$ cat src/rtl/sync_ram_param_fill.sv
`default_nettype none
// ============================================================================
// Module   : sync_ram_param_fill
// Purpose  : Single-port synchronous RAM with a built-in bulk-fill sequencer.
//            Holds the memory-game sequence; clears or preloads it on reset
//            release or on request, without involving the datapath.
// Revision : 1.0 - initial release
// ============================================================================
module sync_ram_param_fill #(
  parameter int              DATA_W        = 4,
  parameter int              ADDR_W        = 4,
  parameter int              DEPTH         = 16,
  parameter bit              FILL_ON_RESET = 1'b1,
  parameter logic [DATA_W-1:0] FILL_VALUE  = '0
) (
  input  logic              clk,
  input  logic              reset,
  input  logic              we,
  input  logic [DATA_W-1:0] data,
  input  logic [ADDR_W-1:0] addr,
  output logic [DATA_W-1:0] q,
  input  logic              fill_start,
  input  logic [DATA_W-1:0] fill_data,
  output logic              busy,
  output logic              fill_done
);

  // One extra counter bit lets DEPTH == 2**ADDR_W be expressed without wrap.
  localparam logic [ADDR_W:0] c_DEPTH = DEPTH[ADDR_W:0];
  localparam int              c_LAST_I = DEPTH - 1;
  localparam logic [ADDR_W:0] c_LAST  = c_LAST_I[ADDR_W:0];

  typedef enum logic [0:0] {
    S_IDLE = 1'b0,
    S_FILL = 1'b1
  } state_t;

  state_t              r_state;
  state_t              w_state_nxt;
  logic [ADDR_W:0]     r_cnt;
  logic [ADDR_W:0]     w_cnt_nxt;
  logic [DATA_W-1:0]   r_fill_word;
  logic [DATA_W-1:0]   r_q;
  logic                r_busy;
  logic                r_fill_done;
  logic                w_addr_ok;
  logic                w_mem_we;
  logic [ADDR_W-1:0]   w_mem_addr;
  logic [DATA_W-1:0]   w_mem_din;
  logic                w_latch;
  logic                w_last;

  logic [DATA_W-1:0]   r_mem [0:DEPTH-1];

  assign w_addr_ok = ({1'b0, addr} < c_DEPTH);
  assign q         = r_q;
  assign busy      = r_busy;
  assign fill_done = r_fill_done;

  // Next-state, memory write port selection and fill-counter advance.
  always_comb begin
    w_state_nxt = r_state;
    w_cnt_nxt   = r_cnt;
    w_mem_we    = 1'b0;
    w_mem_addr  = addr;
    w_mem_din   = data;
    w_latch     = 1'b0;
    w_last      = 1'b0;
    case (r_state)
      S_IDLE: begin
        // A same-cycle user write completes here; the fill overwrites it later.
        if (we && w_addr_ok) begin
          w_mem_we = 1'b1;
        end
        if (fill_start) begin
          w_state_nxt = S_FILL;
          w_cnt_nxt   = '0;
          w_latch     = 1'b1;
        end
      end
      S_FILL: begin
        w_mem_we   = 1'b1;
        w_mem_addr = r_cnt[ADDR_W-1:0];
        w_mem_din  = r_fill_word;
        w_cnt_nxt  = r_cnt + 1'b1;
        if (r_cnt == c_LAST) begin
          w_state_nxt = S_IDLE;
          w_last      = 1'b1;
        end
      end
      default: begin
        w_state_nxt = S_IDLE;
      end
    endcase
  end

  // Control state, fill word, status flags and registered read data.
  always_ff @(posedge clk or posedge reset) begin
    if (reset) begin
      r_state     <= FILL_ON_RESET ? S_FILL : S_IDLE;
      r_cnt       <= '0;
      r_fill_word <= FILL_VALUE;
      r_busy      <= FILL_ON_RESET;
      r_fill_done <= 1'b0;
      r_q         <= '0;
    end else begin
      r_state     <= w_state_nxt;
      r_cnt       <= w_cnt_nxt;
      r_busy      <= (w_state_nxt == S_FILL);
      r_fill_done <= w_last;
      if (w_latch) begin
        r_fill_word <= fill_data;
      end
      // Read data only moves in IDLE; it is frozen while a fill runs.
      if (r_state == S_IDLE) begin
        if (!w_addr_ok) begin
          r_q <= '0;
        end else if (we) begin
          r_q <= data;
        end else begin
          r_q <= r_mem[addr];
        end
      end
    end
  end

  // Storage array: never reset, and not written while reset is held.
  always_ff @(posedge clk) begin
    if (w_mem_we && !reset) begin
      r_mem[w_mem_addr] <= w_mem_din;
    end
  end

endmodule
`default_nettype wire
$ cat config.mk
export PLATFORM = sky130hd
export DESIGN_NAME = sync_ram_param_fill
export DESIGN_NICKNAME = d
export VERILOG_FILES = /design/src/rtl/sync_ram_param_fill.sv
export SDC_FILE = /design/constraint.sdc
export NUM_CORES = 1
export LEC_CHECK = 0
export CAP_MARGIN = 0
export CORE_UTILIZATION = 31
export DETAILED_ROUTE_END_ITERATION = 16
export PLACE_DENSITY = 0.52
export SYNTH_ARGS = -nofsm -noshare
export SYNTH_HDL_FRONTEND = slang
export SYNTH_SLANG_ARGS = --single-unit
$ cat constraint.sdc
create_clock -name clk -period 2 [get_ports clk]
set_input_delay 0.3 -clock clk [delete_from_list [all_inputs] [get_ports clk]]
set_output_delay 0.3 -clock clk [all_outputs]
set_load 0.005 [all_outputs]
==> results of run 1 <==
==> final timing paths <==
| path | startpoint | endpoint | cells after the start |
|---|---|---|---|
| min in group clk | r_cnt[4] | r_cnt[4] | 2 |
| worst min register to register | r_cnt[4] | r_cnt[4] | 2 |
| worst max-delay path | busy | busy | 2 |
| worst max register to register | busy | r_mem[4][0] | 7 |
| max in group asynchronous | reset | busy | 3 |
| worst min-delay path | reset | r_cnt[4] | 3 |
==> area by class of cell <==
cell class / instances / area share (%)
flip-flops and latches: 79 / 55.63
repair buffers: 51 / 11.14
clock buffers: 10 / 3.089
multi-input cells: 106 / 23.71
well taps: 136 / 4.119
clock inverters: 4 / 1.757
inverters: 6 / 0.5451
==> per-layer routing <==
metal  wire length, um  vias to the layer above  global-route usage (%)
li1                  -                      876                       -
met1              3061                      916                   16.02
met2              3330                       36                   21.71
met3               262                        4                   3.924
met4                54                        0                   4.464
met5                 0                        -                       0
==> through the flow <==
| step | total power (W) | area (um^2) |
|---|---|---|
| floorplan | 0.003321 | 3366 |
| global placement | 0.003922 | 3931 |
| detailed placement | 0.003944 | 3931 |
| CTS | 0.005179 | 4131 |
| global route | 0.005406 | 4131 |
| finish | 0.005104 | 4131 |
==> cell families (layout without fill, tap and decap cells) <==
kind of cell | Yosys count | in the layout | share of synthesized area (%)
xor gates and xnor gates | 2 | 2 | 0.5205
and+or+nand+nor | 49 | 49 | 6.133
muxes | 33 | 33 | 17.44
DFF | 79 | 79 | 68.29
adders and majority gates | 2 | 2 | 0.7434
AOI/OAI and AO/OA | 20 | 20 | 4.275
buffers and inverters | 14 | 71 | 2.602
==> sequential cells by signal, summed over array words and instances, names as in the netlist <==
signal and count:
busy 1, q 4, r_fill_word 4, r_mem 64, r_cnt 5, fill_done 1
==> layout by cell type (no fill, tap or decap), types with 5 or more instances in the layout <==
| cell | n |
|---|---|
| sky130_fd_sc_hd__mux4_1 | 11 |
| sky130_fd_sc_hd__edfxtp_1 | 64 |
| sky130_fd_sc_hd__mux2i_1 | 5 |
| sky130_fd_sc_hd__nor2_1 | 22 |
| sky130_fd_sc_hd__buf_4 | 28 |
| sky130_fd_sc_hd__o21ai_0 | 5 |
| sky130_fd_sc_hd__clkbuf_8 | 9 |
| sky130_fd_sc_hd__clkdlybuf4s50_1 | 21 |
| sky130_fd_sc_hd__mux4_2 | 5 |
| sky130_fd_sc_hd__mux2_2 | 12 |
| sky130_fd_sc_hd__inv_1 | 6 |
| sky130_fd_sc_hd__nand2_1 | 17 |
| sky130_fd_sc_hd__dfrtp_1 | 14 |
==> worst max-delay path, cell delays in order (launching register included) <==
cell and delay, ns:
sky130_fd_sc_hd__dfstp_2 0.58, sky130_fd_sc_hd__buf_4 0.18, sky130_fd_sc_hd__clkdlybuf4s50_1 0.51
==> power by group through the flow <==
stage	combinational [W]	clock, W	sequential (W)
after global placement	0.00140	0	0.00253
after global routing	0.00156	0.00132	0.00252
final	0.00139	0.00123	0.00249
after detailed placement	0.00141	0	0.00253
after CTS	0.00141	0.00127	0.00250
after floorplan	0.000841	0	0.00248
==> qor.txt, run 1 <==
CLOCK NETWORK
--------------------------------------------------------------------------------
Clock sink count                                                              79
Number of buffers between clock root and the deepest sink                      2
TritonCTS clock tree                                                        done
Htree depth                                                                    3
Number of buffers added for setup after CTS                                    0
Cts bufs inserted                                                              9
PostCTS Resize Cnt                                                             0
CTS Root Buffer Type                                                sky130_fd_sc_hd__clkbuf_8
Cts-stage hold buffer count                                                    0
Worst skew pair latency                                                  0.34 ns
Reg clk slew, reported paths                                             0.08 ns

TIMING
--------------------------------------------------------------------------------
PnR worst setup slack                                                 0.08798 ns
Number of hold-slack violations in the final timing report                     0
Worst rel slew slack                                                      66.93%
Post-route fraction of the period consumed by the critical path           95.60%
Final Max Slew Viols                                                           0
Number of setup violations in the final report                                 0
Slew at the pin with the worst max-slew slack                          0.4922 ns
Setup_tns                                                                   0 ns
Skew final                                                           0.008091 ns
Smallest hold slack                                                    0.3120 ns
Crit path time final                                                    1.912 ns
Setup repair after global routing missed its margin                        false
Max Freq                                                               523.0 MHz

SETUP PATH
--------------------------------------------------------------------------------
Startpoint types                                                       flip-flop
Worst reg2reg setup slack                                                0.20 ns
Endpoint kind of the worst setup timing path                          output pin
Worst Path Class, Setup                                                  reg2out
CP max FO                                                                     11
Data arrival time of the critical path                                   1.61 ns
Req. time, crit path                                                     1.70 ns

LOGIC SYNTHESIS
--------------------------------------------------------------------------------
Number of synthesized register bits                                           79
Total standard cell area after synthesis                               3366 um^2
Area share of the largest cell type after synthesis                       57.10%
Predominant post-synthesis flop cell                                sky130_fd_sc_hd__edfxtp_1
Synth cell count leaders                                            sky130_fd_sc_hd__edfxtp_1, sky130_fd_sc_hd__nor2_1, sky130_fd_sc_hd__nand2_1, sky130_fd_sc_hd__dfrtp_1, sky130_fd_sc_hd__mux2_2
Cells after synthesis                                                        199
Synthesized area per cell                                             16.91 um^2
Leading cell type by number of instances after synthesis            sky130_fd_sc_hd__edfxtp_1
Dominant cell type by area after synthesis                          sky130_fd_sc_hd__edfxtp_1
Post-synth cell types                                                         33
Total of warnings raised by yosys                                              0
Sequential element share of the synthesized area                          68.29%
Cells taking the most area after synthesis                          sky130_fd_sc_hd__edfxtp_1, sky130_fd_sc_hd__dfrtp_1, sky130_fd_sc_hd__mux4_1, sky130_fd_sc_hd__mux2_2, sky130_fd_sc_hd__mux4_2
Number of enable flip-flop cells after synthesis                              64
Post-Syn Nets                                                                217
Ys async rst share                                                        18.99%

LAYOUT
--------------------------------------------------------------------------------
Layout cell share with drive strength beyond 1                            24.61%
Area taken by multi-input logic gates                                 979.7 um^2
Area growth syn-to-layout                                                 22.75%
Antenna diode count                                                            0
Final Net Count                                                              271
Combined flip-flop and latch cell area                                 2298 um^2
Final standard cell count with taps included and fillers excluded            392
Fill cell instance count of the final layout                                 943
Finished Core Util                                                        39.66%

GLOBAL ROUTE
--------------------------------------------------------------------------------
Number of global-route vias before repair                                   1903
Pin count of the biggest net entering global routing                          18
Gr usage total                                                            13.02%
First-pass GRT wire length                                              10490 um
Total global routing overflow                                                  0
Number of antenna violations at the first check in global routing              0

POWER AND IR DROP
--------------------------------------------------------------------------------
Worst-case vdd ir drop                                                  487.5 uV
Ratio of total power to cell area                                   1236 nW/um^2
Clock power frac                                                           24.0%
Internal power summed over all cells                                  0.003645 W
Part of the power in combinational logic                                   27.1%
Switching part of the total                                               28.59%
Sequential share of power                                                  48.8%
Reported net switching power                                          0.001459 W
Leakage                                                                 1.516 nW

FLOW RUN
--------------------------------------------------------------------------------
Max-cap viol count                                                             0

PLACE
--------------------------------------------------------------------------------
Pre-CTS setup slack                                                   -0.1558 ns
# port buffers                                                                21
Hpwl dp                                                                  4860 um
Global placement routability congestion                                   0.7176
Cell count after placement                                                   378

FLOORPLANNING
--------------------------------------------------------------------------------
Die outline height                                                      106.2 um
Die Outline Area                                                      11280 um^2
Initial Utilization                                                       32.31%
Standard-cell row count                                                       37
Number of I/O pins                                                            22
Area of the placeable core                                            10420 um^2
Horiz. Die Dim                                                          106.2 um

DETAILED ROUTING
--------------------------------------------------------------------------------
Final routed DRC violation total                                               0
Detailed-route vias per instance                                           4.673
Average wire length per cell after detail routing                       17.11 um
Antenna viol nets, final                                                       0
Detailed-routing iteration count for the pre-antenna-repair pass               4
Wire length after detailed routing                                       6708 um
Violation count after the first detailed-route iteration                      83
Via count                                                                   1832

MIN PATH
--------------------------------------------------------------------------------
HP Class                                                                in2async

OUTCOME
--------------------------------------------------------------------------------
Status                                                              finished, final reports clean

No activity file was read; power rests on OpenSTA's default activity.
==> run 2: changes to the inputs <==
--- a/config.mk
+++ b/config.mk
@@ -8,7 +8,7 @@
 export CAP_MARGIN = 0
 export CORE_UTILIZATION = 31
 export DETAILED_ROUTE_END_ITERATION = 16
-export PLACE_DENSITY = 0.52
+export PLACE_DENSITY = 0.5
 export SYNTH_ARGS = -nofsm -noshare
 export SYNTH_HDL_FRONTEND = slang
 export SYNTH_SLANG_ARGS = --single-unit
==> constraint.sdc (replaced) <==
create_clock -name clk -period 2.35 [get_ports clk]
set_input_delay 0.3525 -clock clk [delete_from_list [all_inputs] [get_ports clk]]
set_output_delay 0.3525 -clock clk [all_outputs]
set_load 0.005 [all_outputs]
==> run 2 against run 1 <==
Largest cell class unchanged. Power shrank 14%. Clock-buffer cell count down 1. Sequential share of layout area is 1.4 points higher. Via count shrank 1.6%. Register-to-register slack better by 0.05 ns. Combinational power down 18%. Die area unchanged. First-iteration DRC count down 8.4%.
==> qor.txt, run 2 (same netlist as run 1, synthesis figures left out) <==
OUTCOME
-------------------------------------------------------------------------------------
Status                                                                   finished, final reports clean   unchanged

TIMING
-------------------------------------------------------------------------------------
Crit path time final                                                         2.104 ns
Final Max Slew Viols                                                                0   unchanged
Number of setup violations in the final report                                      0   unchanged
Post-route fraction of the period consumed by the critical path                89.52%
Slew at the pin with the worst max-slew slack                               0.4103 ns   was 0.4922 ns
Worst rel slew slack                                                           72.44%   was 66.93%
Setup_tns                                                                        0 ns   unchanged
Setup repair after global routing missed its margin                             false   unchanged
Skew final                                                                 0.01219 ns   was 0.008091 ns
Max Freq                                                                    475.4 MHz
Number of hold-slack violations in the final timing report                          0   unchanged

LAYOUT
-------------------------------------------------------------------------------------
Most frequent standard cell in the layout excluding fill and tap cells   sky130_fd_sc_hd__edfxtp_1   unchanged
Antenna diode count                                                                 0   unchanged
Registers with the most flip-flops                                       r_mem (64), r_cnt (5)   unchanged
Final Net Count                                                                   255   was 271
Layout cell share with drive strength beyond 1                                 20.25%   was 24.61%
Most used cells in the layout excluding fill and tap cells               sky130_fd_sc_hd__edfxtp_1, sky130_fd_sc_hd__nor2_1, sky130_fd_sc_hd__clkdlybuf4s50_1   was sky130_fd_sc_hd__edfxtp_1, sky130_fd_sc_hd__buf_4, sky130_fd_sc_hd__nor2_1
Area growth syn-to-layout                                                      19.78%   was 22.75%
Max FFs per register                                                               64   unchanged
Largest register by flop count                                                  r_mem   unchanged
Final standard cell area without fillers                                    4031 um^2   was 4131 um^2

SETUP PATH
-------------------------------------------------------------------------------------
Endpoint kind of the worst setup timing path                                flip-flop   was output pin
Data arrival time of the critical path                                        2.11 ns   was 1.61 ns
Startpoint of the most critical setup path                                       busy   unchanged
Cell Chain, Critical Path                                                buf_4, nand2_1, o21ai_0, nand2_1, nor2_1   was buf_4, clkdlybuf4s50_1
Worst Path Class, Setup                                                       reg2reg   was reg2out
Startpoint of the lowest-slack register-to-register path                         busy   unchanged
Cell repeated most along the worst path                                  sky130_fd_sc_hd__nand2_1
Buffer and inverter count on the worst path                                         1   was 2
Kind of cell adding the most delay to the critical path                    flip-flops   was buffers and inverters
CP max stage delay                                                            0.74 ns   was 0.58 ns
Startpoint types                                                            flip-flop   unchanged
Crit path max-delay cell type                                            sky130_fd_sc_hd__dfstp_2   unchanged
Req. time, crit path                                                          2.36 ns   was 1.70 ns
CP max FO                                                                          18   was 11

GLOBAL ROUTE
-------------------------------------------------------------------------------------
Number of antenna violations at the first check in global routing                   0   unchanged
Pin count of the biggest net entering global routing                               19   was 18
Number of global-route vias before repair                                        1870   was 1903
Gr usage total                                                                 13.16%   was 13.02%
First-pass GRT wire length                                                   10730 um   was 10490 um
Total global routing overflow                                                       0   unchanged

CLOCK NETWORK
-------------------------------------------------------------------------------------
Worst skew pair latency                                                       0.36 ns   was 0.34 ns
Number of buffers between clock root and the deepest sink                           2   unchanged
TritonCTS clock tree                                                             done   unchanged
Number of buffers added for setup after CTS                                         0   unchanged
Cts bufs inserted                                                                   9   unchanged
Cts-stage hold buffer count                                                         0   unchanged
Htree depth                                                                         3   unchanged
Reg clk slew, reported paths                                                  0.09 ns   was 0.08 ns
CTS Root Buffer Type                                                     sky130_fd_sc_hd__clkbuf_8   unchanged
PostCTS Resize Cnt                                                                  0   unchanged
Clock sink count                                                                   79   unchanged

POWER AND IR DROP
-------------------------------------------------------------------------------------
Leakage                                                                      1.440 nW   was 1.516 nW
Ratio of total power to cell area                                        1089 nW/um^2   was 1236 nW/um^2
Worst-case vdd ir drop                                                       400.4 uV   was 487.5 uV
Total power                                                                0.004389 W   was 0.005104 W

FLOORPLANNING
-------------------------------------------------------------------------------------
Die Outline Area                                                           11280 um^2   unchanged
Horiz. Die Dim                                                               106.2 um   unchanged
Number of I/O pins                                                                 22   unchanged
Die outline height                                                           106.2 um   unchanged
Standard-cell row count                                                            37   unchanged
Area of the placeable core                                                 10420 um^2   unchanged
Initial Utilization                                                            32.31%   unchanged

DETAILED ROUTING
-------------------------------------------------------------------------------------
Wire length after detailed routing                                            6674 um   was 6708 um
Final routed DRC violation total                                                    0   unchanged
Average wire length per cell after detail routing                            17.66 um   was 17.11 um
Detailed-route vias per instance                                                4.767   was 4.673
Violation count after the first detailed-route iteration                           76   was 83
Antenna viol nets, final                                                            0   unchanged
Via count                                                                        1802   was 1832
Detailed-routing iteration count for the pre-antenna-repair pass                    4   unchanged

FLOW RUN
-------------------------------------------------------------------------------------
Max-cap viol count                                                                  0   unchanged

PLACE
-------------------------------------------------------------------------------------
# port buffers                                                                     21   unchanged
Hpwl dp                                                                       4764 um   was 4860 um
Global placement routability congestion                                        0.7235   was 0.7176
Dpl cell area                                                               3811 um^2   was 3931 um^2

MIN PATH
-------------------------------------------------------------------------------------
HP Class                                                                     in2async   unchanged

==> run 2: cell count changes in the layout (fill, tap and decap cells not counted) <==
cell / change
sky130_fd_sc_hd__clkinv_4: +1
sky130_fd_sc_hd__clkinv_2: -1
sky130_fd_sc_hd__buf_4: -16
sky130_fd_sc_hd__clkbuf_1: -1
sky130_fd_sc_hd__inv_6: +1
sky130_fd_sc_hd__clkinv_1: +1
sky130_fd_sc_hd__clkinvlp_4: +1
==> run 2: layout make-up <==
type,instances,area (um^2)
Fill cell,978,6385
Sequential cell,79,2298
Multi-Input combinational cell,106,979.7
Timing Repair Buffer,35,340.3
Tap cell,136,170.2
Clock buffer,9,123.9
Clock inverter,7,96.34
Inverter,6,22.52
==> run 2: final timing paths <==
kind	to	slack [ns]	depth (start not counted)
setup / recovery	r_mem[14][2]	0.25	5
hold / removal	r_cnt[4]	0.36	3
setup reg to reg	r_mem[14][2]	0.25	5
hold reg to reg	r_cnt[4]	0.49	2
max in group asynchronous	busy	1.75	3
min in group clk	r_cnt[4]	0.49	2
==> run 2: per-layer routing <==
| metal | vias up | share of wire, % | global-route usage [%] |
|---|---|---|---|
| met2 | 25 | 47 | 19.94 |
| met3 | 9 | 3.8 | 4.047 |
| met5 | - | 0 | 0 |
| met4 | 0 | 1.6 | 5.258 |
| met1 | 915 | 48 | 17.57 |
| li1 | 853 | - | - |
==> run 2: worst register-to-register path, cell delays in order (launching register included) <==
cell and delay (ns):
sky130_fd_sc_hd__dfstp_2 0.74, sky130_fd_sc_hd__buf_4 0.27, sky130_fd_sc_hd__nand2_1 0.06, sky130_fd_sc_hd__o21ai_0 0.10, sky130_fd_sc_hd__nand2_1 0.21, sky130_fd_sc_hd__nor2_1 0.38
==> run 2: metrics by stage <==
| step | cells | hold WS, ns | util, % | worst slack, ns |
|---|---|---|---|---|
| final | 378 | 0.3553 | 38.70 | 0.2463 |
| after global routing | 378 | 0.4003 | 38.70 | 0.09020 |
| after CTS | 378 | 0.3639 | 38.70 | 0.2176 |
| after detailed placement | 362 | 0.4825 | 36.59 | 0.1128 |
| after global placement | 362 | 0.4669 | 36.59 | 0.1456 |
| after floorplan | 199 | 0.2583 | - | 0.4686 |
==> run 2: report_power, final <==
part | internal, W | switching [W]
sequential | 0.00200 | 0.000146
clock | 0.000599 | 0.000512
combinational | 0.000480 | 0.000656
==> run 3: changes to the inputs <==
==> constraint.sdc (replaced) <==
create_clock -name clk -period 2.5 [get_ports clk]
set_input_delay 0.375 -clock clk [delete_from_list [all_inputs] [get_ports clk]]
set_output_delay 0.375 -clock clk [all_outputs]
set_load 0.005 [all_outputs]
==> run 3 against run 2 <==
Die area unchanged. Utilization decreased by 0.36 points. Global-route usage increased by 0.11 points. Critical path type is now reg2out. Critical endpoint is now busy. Largest cell class unchanged.
==> qor.txt, run 3 (same netlist as run 1, synthesis figures left out) <==
DETAILED ROUTING
-------------------------------------------------------------------------------------
Detailed-route vias per instance                                                4.814   was 4.767
Wire length after detailed routing                                            6761 um   was 6674 um
Via count                                                                        1786   was 1802
Final routed DRC violation total                                                    0   unchanged
Detailed-routing iteration count for the pre-antenna-repair pass                    4   unchanged
Violation count after the first detailed-route iteration                           84   was 76
Average wire length per cell after detail routing                            18.22 um   was 17.66 um
Antenna viol nets, final                                                            0   unchanged

CLOCK NETWORK
-------------------------------------------------------------------------------------
PostCTS Resize Cnt                                                                  0   unchanged
Clock sink count                                                                   79   unchanged
TritonCTS clock tree                                                             done   unchanged
Cts-stage hold buffer count                                                         0   unchanged
Number of buffers added for setup after CTS                                         0   unchanged
Reg clk slew, reported paths                                                  0.09 ns   about the same
Number of buffers between clock root and the deepest sink                           2   unchanged
CTS Root Buffer Type                                                     sky130_fd_sc_hd__clkbuf_8   unchanged
Worst skew pair latency                                                       0.35 ns   was 0.36 ns
Cts bufs inserted                                                                   9   unchanged
Htree depth                                                                         3   unchanged

LAYOUT
-------------------------------------------------------------------------------------
Largest register by flop count                                                  r_mem   unchanged
Most used cells in the layout excluding fill and tap cells               sky130_fd_sc_hd__edfxtp_1, sky130_fd_sc_hd__nor2_1, sky130_fd_sc_hd__clkdlybuf4s50_1   unchanged
Registers with the most flip-flops                                       r_mem (64), r_cnt (5)   unchanged
Final standard cell area without fillers                                    3994 um^2   was 4031 um^2
Most frequent standard cell in the layout excluding fill and tap cells   sky130_fd_sc_hd__edfxtp_1   unchanged
Area growth syn-to-layout                                                      18.66%   was 19.78%
Layout cell share with drive strength beyond 1                                 17.45%   was 20.25%
Antenna diode count                                                                 0   unchanged
Max FFs per register                                                               64   unchanged
Final Net Count                                                                   248   was 255

FLOORPLANNING
-------------------------------------------------------------------------------------
Standard-cell row count                                                            37   unchanged
Area of the placeable core                                                 10420 um^2   unchanged
Horiz. Die Dim                                                               106.2 um   unchanged
Die outline height                                                           106.2 um   unchanged
Number of I/O pins                                                                 22   unchanged
Initial Utilization                                                            32.31%   unchanged
Die Outline Area                                                           11280 um^2   unchanged

TIMING
-------------------------------------------------------------------------------------
Number of setup violations in the final report                                      0   unchanged
Setup_tns                                                                        0 ns   unchanged
Worst rel slew slack                                                           65.75%   was 72.44%
Crit path time final                                                         2.246 ns
Smallest hold slack                                                         0.3783 ns   was 0.3553 ns
Final Max Slew Viols                                                                0   unchanged
Slew at the pin with the worst max-slew slack                               0.5114 ns   was 0.4103 ns
Skew final                                                                 0.01104 ns   was 0.01219 ns
Max Freq                                                                    445.3 MHz
Setup repair after global routing missed its margin                             false   unchanged
Number of hold-slack violations in the final timing report                          0   unchanged
Post-route fraction of the period consumed by the critical path                89.82%

SETUP PATH
-------------------------------------------------------------------------------------
CP max FO                                                                          18   unchanged
Startpoint of the most critical setup path                                       busy   unchanged
Startpoint of the lowest-slack register-to-register path                         busy   unchanged
Terminus of the critical flop-to-flop path                                r_mem[6][2]   was r_mem[14][2]
Crit path capture                                                                busy   was r_mem[14][2]
Length in cells of the worst reg-to-reg path                                        4   was 5
Worst reg2reg setup slack                                                     0.38 ns   was 0.25 ns
Worst Path Class, Setup                                                       reg2out   was reg2reg
Endpoint kind of the worst setup timing path                               output pin   was flip-flop
Req. time, crit path                                                          2.12 ns   was 2.36 ns
Data arrival time of the critical path                                        1.87 ns   was 2.11 ns
Startpoint types                                                            flip-flop   unchanged

POWER AND IR DROP
-------------------------------------------------------------------------------------
Total power                                                                0.004151 W   was 0.004389 W
Leakage                                                                      1.420 nW   was 1.440 nW
Ratio of total power to cell area                                        1039 nW/um^2   was 1089 nW/um^2
Worst-case vdd ir drop                                                       356.1 uV   was 400.4 uV

GLOBAL ROUTE
-------------------------------------------------------------------------------------
Gr usage total                                                                 13.27%   was 13.16%
Number of antenna violations at the first check in global routing                   0   unchanged
Total global routing overflow                                                       0   unchanged
First-pass GRT wire length                                                   10390 um   was 10730 um
Number of global-route vias before repair                                        1778   was 1870
Pin count of the biggest net entering global routing                               19   unchanged

PLACE
-------------------------------------------------------------------------------------
Hpwl dp                                                                       4790 um   was 4764 um
Dpl cell area                                                               3759 um^2   was 3811 um^2
Global placement routability congestion                                        0.7047   was 0.7235
# port buffers                                                                     21   unchanged

MIN PATH
-------------------------------------------------------------------------------------
HP Class                                                                     in2async   unchanged

OUTCOME
-------------------------------------------------------------------------------------
Status                                                                   finished, final reports clean   unchanged

FLOW RUN
-------------------------------------------------------------------------------------
Max-cap viol count                                                                  0   unchanged

-- run 3: cell types whose count changed in the layout (fill, tap and decap cells not counted) --
| cell | previous run | this run |
|---|---|---|
| sky130_fd_sc_hd__bufinv_16 | 2 | 3 |
| sky130_fd_sc_hd__clkinvlp_4 | 2 | 0 |
| sky130_fd_sc_hd__buf_4 | 12 | 5 |
| sky130_fd_sc_hd__clkinv_2 | 0 | 1 |
| sky130_fd_sc_hd__inv_6 | 1 | 0 |
| sky130_fd_sc_hd__clkinv_1 | 1 | 2 |
-- run 3: area by class of cell --
| class | instances | area [um^2] |
|---|---|---|
| Clock inverter | 7 | 111.4 |
| Sequential cell | 79 | 2298 |
| Timing Repair Buffer | 28 | 287.8 |
| Clock buffer | 9 | 123.9 |
| Fill cell | 988 | 6422 |
| Tap cell | 136 | 170.2 |
| Inverter | 6 | 22.52 |
| Multi-Input combinational cell | 106 | 979.7 |
-- run 3: per-stage QoR --
stage | util [%] | setup WS (ns) | cells
2_1_floorplan | - | 0.6186 | 199
3_5_place_dp | 36.08 | 0.2340 | 355
5_1_grt | 38.34 | 0.1645 | 371
4_1_cts | 38.34 | 0.2200 | 371
6_report | 38.34 | 0.2544 | 371
3_3_place_gp | 36.08 | 0.2303 | 355
-- run 3: routing by layer --
layer	wire length [um]	vias to the layer above	GRT usage, %
met4	80	0	5.357
met3	252	8	3.556
met1	3106	909	17.88
met5	0	-	0
met2	3321	31	20.32
li1	-	838	-
-- run 3: report_power, final --
part	internal, W	total, W	switching (W)
combinational	0.000416	0.00102	0.000605
sequential	0.00188	0.00202	0.000141
clock	0.000656	0.00111	0.000456
-- run 3: worst min path at each step --
| stage | startpoint | endpoint |
|---|---|---|
| floorplan | reset | fill_done |
| global placement | r_cnt[4] | r_cnt[4] |
| detailed placement | r_cnt[4] | r_cnt[4] |
| CTS | reset | r_fill_word[1] |
| global route | reset | fill_done |
| finish | reset | r_cnt[4] |
-- run 3: worst max-delay path, stage by stage (launching register included) --
cell and delay [ns]:
sky130_fd_sc_hd__dfstp_2 0.75, sky130_fd_sc_hd__buf_4 0.25, sky130_fd_sc_hd__clkdlybuf4s50_1 0.51
